File: config.mk
export PLATFORM = sky130hd
export DESIGN_NAME = hack_fetch_unit
export DESIGN_NICKNAME = d
export VERILOG_FILES = /design/src/rtl/hack_fetch_unit.sv
export SDC_FILE = /design/constraint.sdc
export NUM_CORES = 1
export LEC_CHECK = 0
export CORE_ASPECT_RATIO = 0.8
export CORE_UTILIZATION = 44
export DETAILED_ROUTE_END_ITERATION = 8
export PLACE_DENSITY = 0.79
export SYNTH_ARGS = -nofsm -noshare
export SYNTH_HDL_FRONTEND = slang
export SYNTH_SLANG_ARGS = --single-unit
File: constraint.sdc
create_clock -name clk -period 2.2 [get_ports clk]
set_input_delay 0.33 -clock clk [delete_from_list [all_inputs] [get_ports clk]]
set_output_delay 0.33 -clock clk [all_outputs]
set_load 0.01 [all_outputs]
File: src/rtl/hack_fetch_unit.sv
// Hack CPU fetch stage: holds the PC, issues one ROM read at a time, hands the word to decode,
// then resolves the jump condition from execute to pick the next PC.
module hack_fetch_unit #(
  parameter int unsigned      WIDTH      = 16,
  parameter logic [WIDTH-1:0] RESET_ADDR = '0
) (
  input  logic             clk,
  input  logic             rst_n,
  output logic             rom_req,
  output logic [WIDTH-1:0] rom_addr,
  input  logic             rom_ack,
  input  logic [WIDTH-1:0] rom_data,
  output logic [WIDTH-1:0] instr,
  output logic [WIDTH-1:0] instr_pc,
  output logic             instr_valid,
  input  logic             instr_ready,
  input  logic             jmp_valid,
  input  logic [2:0]       jmp_bits,
  input  logic             zr,
  input  logic             ng,
  input  logic [WIDTH-1:0] a_reg,
  output logic [WIDTH-1:0] taken_cnt
);

  typedef enum logic [1:0] {
    StFetchArm,
    StFetch,
    StHold,
    StResolve
  } state_e;

  state_e           state_q;
  logic [WIDTH-1:0] pc_q;
  logic             take;

  // j1 = lt, j2 = eq, j3 = gt; zr & ng together is evaluated literally.
  assign take = (jmp_bits[2] & ng) | (jmp_bits[1] & zr) | (jmp_bits[0] & ~ng & ~zr);

  assign rom_addr = pc_q;

  always_ff @(posedge clk or negedge rst_n) begin
    if (!rst_n) begin
      state_q     <= StFetchArm;
      pc_q        <= RESET_ADDR;
      rom_req     <= 1'b0;
      instr       <= '0;
      instr_pc    <= '0;
      instr_valid <= 1'b0;
      taken_cnt   <= '0;
    end else begin
      unique case (state_q)
        StFetchArm: begin
          rom_req <= 1'b1;
          state_q <= StFetch;
        end
        StFetch: begin
          if (rom_ack) begin
            instr       <= rom_data;
            instr_pc    <= pc_q;
            rom_req     <= 1'b0;
            instr_valid <= 1'b1;
            state_q     <= StHold;
          end
        end
        StHold: begin
          if (instr_ready) begin
            instr_valid <= 1'b0;
            state_q     <= StResolve;
          end
        end
        StResolve: begin
          if (jmp_valid) begin
            pc_q      <= take ? a_reg : pc_q + WIDTH'(1);
            taken_cnt <= taken_cnt + WIDTH'(take);
            state_q   <= StFetchArm;
          end
        end
        default: state_q <= StFetchArm;
      endcase
    end
  end

endmodule

# Yosys cells after proc, flatten, opt, wreduce, memory -nomap -nowiden
# Cells that the tools add are included.
[totals]
ff_bits = 68
input_bits = 42
output_inout_bits = 66
word_cells = 41
[classes]
n_addsub = 2
n_eq_ne = 6
muxes = 10
n_bitwise = 8
reduce_logical = 8
[op_table]
columns = ["operator", "count"]
rows = [
  ["$add A16 B1 Y16", 1],
  ["$add A16 B1 Y16 const B", 1],
  ["$mux W16", 1],
  ["$pmux W2 S4", 1],
  ["$mux W2", 3],
  ["$ne A2 B2 Y1 const B", 3],
  ["$reduce_and A2 Y1", 3],
  ["$reduce_and A3 Y1", 2],
  ["$and A1 B1 Y1", 4],
  ["$eq A2 B2 Y1 const B", 2],
  ["$pmux W1 S2", 2],
  ["$reduce_bool A2 Y1", 2],
  ["$mux W1", 3],
  ["$eq A2 B1 Y1 const B", 1],
  ["$logic_not A2 Y1", 1],
  ["$not A1 Y1", 2],
  ["$or A1 B1 Y1", 2],
]

# Depth between registers and ports, before layout
[depth]
ltp_word = 5
mapped_depth = 12
ltp_nobuf = 9

# Worst setup path after synthesis
# No wires, ideal clock.
[synth_path]
path_type = "input to register"
start = "in ng"
end = "reg taken_cnt[12]"
t_arrival_ns = 2.182
path_slack_ns = -0.061
cell_stages = 12
path_buffers = 3
path_cell_list = "or3b_1 buf_6 and2_1 buf_6 inv_4 buf_6 ha_1 ha_1 and2_1 nand4_1 nor2_1 xor2_1"
[synth_between]
elab_chain_cells = 5
word_cells_on_any_way = 7
[synth_rtl]
columns = ["item", "line_no", "source"]
rows = [
  ["start: declaration", "20", "input logic ng,"],
  ["$not A1 Y1", "37", "assign take = (jmp_bits[2] & ng) | (jmp_bits[1] & zr) | (jmp_bits[0] & ~ng & ~zr);"],
  ["$and A1 B1 Y1 (2 in a row)", "37", ""],
  ["$or A1 B1 Y1 (*)", "37", ""],
  ["$add A16 B1 Y16 (*)", "74", "taken_cnt <= taken_cnt + WIDTH'(take);"],
  ["end signal: assignment", "74", ""],
  ["end: declaration", "22", "output logic [WIDTH-1:0] taken_cnt"],
]
# Every way passes the cells marked *; elsewhere a longest branch is shown, timed or not.
# A chain may end at the register's enable or synchronous reset.

# Worst setup path after layout
[layout_path]
start = "in jmp_bits[0]"
end = "reg taken_cnt[10]"
[layout_between]
elab_chain_cells = 4
[layout_rtl]
columns = ["item", "line_no", "source"]
rows = [
  ["start: declaration", "18", "input logic [2:0] jmp_bits,"],
  ["$and A1 B1 Y1 (2 in a row)", "37", ""],
  ["$or A1 B1 Y1", "37", ""],
  ["$add A16 B1 Y16", "74", ""],
]
# No other way between the ends.

==> impl_metrics.env <==
export IMPL_wire_per_inst_um=15.62
export IMPL_rsz0062_at_grt="false"
export IMPL_place_hpwl_um=5644
export IMPL_clkPwrFrac_pct=19.7
export IMPL_clk_pin_slew_worst_paths_ns=0.09
export IMPL_cp_data_arrival_time_ns=2.26
export IMPL_max_cap_violations=0
export IMPL_yosysWarningCount=0
export IMPL_switchingPower_mw=1.926
export IMPL_fill_cells=554
export IMPL_grtUsageTotal_pct=21.30
export IMPL_drcViolationCount=20
export IMPL_numPortBuffers=107
export IMPL_antenna_found_initial=0
export IMPL_cp_end_kind="flop"
export IMPL_synth_edff_count=0
export IMPL_synth_seq_cells=68
export IMPL_dieArea_um2=7671
export IMPL_start_util_pct=46.07
export IMPL_insertion_delay_ns=0.35
export IMPL_syn_inst=281
export IMPL_place_congestion=0.7729
export IMPL_synth_largest_area_cell="dfrtp_1"
export IMPL_startpoint_type="primary input"
export IMPL_yosys_area_share_adder_pct=3.495
export IMPL_netlist_top_cells_area="dfrtp_1 53%, mux2_2 11%, ha_1 3.5%"
export IMPL_cts_made_buffers=9
export IMPL_internal_power_mw=3.878
export IMPL_cts_tree="done"
export IMPL_seqPwrFrac_pct=37.1
export IMPL_die_h_um=78.54
export IMPL_synth_compound_area_share_pct=10.25
export IMPL_skew_ns=0.01116
export IMPL_tightest_slew_ns=0.6356
export IMPL_diodes=0
export IMPL_reg2reg_depth=5
export IMPL_vias=2708
export IMPL_grt_pass1_vias=2701
export IMPL_antenna_left=0
export IMPL_ys_top_cells_by_count="68 x dfrtp_1, 32 x mux2_2, 27 x nand2_1"
export IMPL_power_density_nw_per_um2=1225
export IMPL_path_cells="clkdlybuf4s50_1 > or3b_1 > and2_1 > inv_4 > ha_4 > ha_4 > and2_4 > nand4_1 > buf_4 > xnor2_1"
export IMPL_cts_root_buf="clkbuf_8"
export IMPL_crit_type="in -> reg"
export IMPL_regToRegEndpoint="rom_addr[14]"
export IMPL_design_area_um2=4740
export IMPL_grt_pass1_wl_um=12680
export IMPL_setup_violations_final=0
export IMPL_vias_per_cell=5.438
export IMPL_clock_fmax_mhz=494.3
export IMPL_timing_rr_start="rom_addr[1]"
export IMPL_cp_required_ns=2.43
export IMPL_worstHoldPathType="in -> async"
export IMPL_ios=108
export IMPL_setup_worst_path_start="jmp_bits[0]"
export IMPL_failed_checks="design-rule violations"
export IMPL_syn_nets=332
export IMPL_cp_slowest_cell="clkdlybuf4s50_1"
export IMPL_final_layout_size_suffix_gt1_share_pct=18.25
export IMPL_synth_top_family_by_area="simple AND/OR/NAND/NOR gates"
export IMPL_yosysSeqAreaShare_pct=52.82
export IMPL_syn_avg_cell_area_um2=11.47
export IMPL_synthSimpleGateAreaFrac_pct=14.45
export IMPL_cts_resized=0
export IMPL_slew_violations=0
export IMPL_fin_nets=457
export IMPL_cts_sinks=68
export IMPL_cp_top_family="simple AND/OR/NAND/NOR gates"
export IMPL_wl_um=7779
export IMPL_fin_crit_ns=2.023
export IMPL_cp_max_fo=3
export IMPL_drt_iter0_markers=173
export IMPL_finalCritPeriodShare_pct=91.95
export IMPL_synthesis_area_um2=3222
export IMPL_grt_max_degree=48
export IMPL_ctsLongestPathBuffers=2
export IMPL_hold_viol=0
export IMPL_grt_overflow=0
export IMPL_setup_tns_ns=0
export IMPL_pwr_share_comb_pct=43.1
export IMPL_cp_num_buf_inv=3
export IMPL_synth_top_area_share_pct=52.82
export IMPL_ys_async_sr_fraction_pct=100.0
export IMPL_vdd_drop_max_mv=0.7020
export IMPL_core_region_area_um2=6993
export IMPL_die_w_um=97.67
export IMPL_first_pass_iters=9
export IMPL_power_leakage_nw=2.029
export IMPL_htreeDepth=3
export IMPL_sw_frac_of_total_pct=33.18
export IMPL_synth_xor_area_share_pct=3.806
export IMPL_power_mw=5.804
export IMPL_status="finished with violations"
export IMPL_post_cts_buffers=0
export IMPL_cpPeakStageDelay_ns=0.44
export IMPL_synth_main_ff_cell="dfrtp_1"
export IMPL_crit_path_frequent_cell="ha_4"
export IMPL_reg2reg_slack_ns=0.41
export IMPL_synthDistinctLibCells=46
export IMPL_yosysMostFrequentCell="dfrtp_1"
export IMPL_row_count=27
export IMPL_post_dp_cell_area_um2=4507
export IMPL_relSlewSlack_pct=57.63
export IMPL_synth_mux_area_share_pct=11.81
export IMPL_area_growth_pct=47.11
[through the flow]
stage / hold slack (ns) / std cells / utilization [%] / worst slack [ns]
after floorplan: 0.03441 / 281 / - / 0.01810
after global placement: 0.3313 / 481 / 64.45 / -0.1550
after detailed placement: 0.3355 / 481 / 64.45 / -0.1985
after CTS: 0.4822 / 498 / 67.78 / 0.1750
after global routing: 0.5107 / 498 / 67.78 / 0.03650
final: 0.4834 / 498 / 67.78 / 0.1771
[power by group through the flow]
stage	sequential, mW	clock, mW	combinational (mW)
global placement	2.15	0	2.45
floorplan	2.35	0	0.938
detailed placement	2.18	0	2.51
global route	2.23	1.22	2.69
finish	2.16	1.15	2.50
CTS	2.15	1.17	2.52
[sequential cells by signal (all words and copies together), names as in the netlist]
signal and flops:
rom_addr 16, instr_pc 16, taken_cnt 16, instr 16
state_q 2, rom_req 1, instr_valid 1
[metal layers]
| layer | global-route usage (%) | vias up | wire (µm) |
|---|---|---|---|
| met5 | 0 | - | 0 |
| met4 | 9.242 | 0 | 163 |
| met3 | 6.144 | 18 | 538 |
| met2 | 34.40 | 118 | 3523 |
| met1 | 26.82 | 1293 | 3555 |
| li1 | - | 1279 | - |
[worst register-to-register path, delay by kind of cell, from the launching register on]
family                   cells  cell delay, ns
adder cells (fa/ha/maj)      1            0.22
AND/OR/NAND/NOR              3            0.97
AO/OA/AOI/OAI                1            0.14
flip-flops                   1            0.36
[repair_timing]
| action | 4_1_cts | 5_1_grt |
|---|---|---|
| endpoints found under the setup margin | 0 | 0 |
| hold buffers | 1 | 0 |
| endpoints found under the hold margin | 21 | 0 |
[area by class of cell]
type / count / area, µm² / share of cell area, %
Timing Repair Buffer: 128 / 1239 / 26.14
Clock buffer: 9 / 123.9 / 2.614
Inverter: 7 / 28.78 / 0.6072
Tap cell: 87 / 108.9 / 2.297
Sequential cell: 68 / 1702 / 35.90
Clock inverter: 7 / 98.84 / 2.086
Multi-Input combinational cell: 192 / 1439 / 30.36
[how the worst max path moves through the flow]
stage / cells past startpoint / slack [ns] / end
floorplan: 12 / 0.02 / taken_cnt[12]
global placement: 10 / -0.15 / taken_cnt[10]
detailed placement: 10 / -0.20 / taken_cnt[10]
CTS: 10 / 0.18 / taken_cnt[10]
global route: 9 / 0.04 / taken_cnt[15]
finish: 10 / 0.18 / taken_cnt[10]
[cells by family (layout without fill, tap and decap cells)]
family,Yosys count,in the layout
and+or+nand+nor,88,88
buffers and inverters,21,151
DFF,68,68
muxes,34,34
xor gates and xnor gates,14,14
adders and majority gates,9,9
AOI/OAI and AO/OA,47,47
[cell usage in the layout, fill, tap and decap left out, types with 7 or more instances in the layout]
master | netlist | layout
nand2_1 | 27 | 27
nor2_1 | 8 | 8
a2bb2oi_1 | 7 | 7
buf_4 | 1 | 19
nand3_1 | 16 | 16
a21oi_1 | 10 | 10
clkdlybuf4s50_1 | 0 | 106
mux2_2 | 32 | 32
ha_1 | 9 | 7
o21ai_0 | 8 | 8
and3_1 | 9 | 9
xnor2_1 | 9 | 9
clkbuf_8 | 0 | 9
dfrtp_1 | 68 | 68
nand4_1 | 8 | 8
Power figures use the tool's default switching activity.
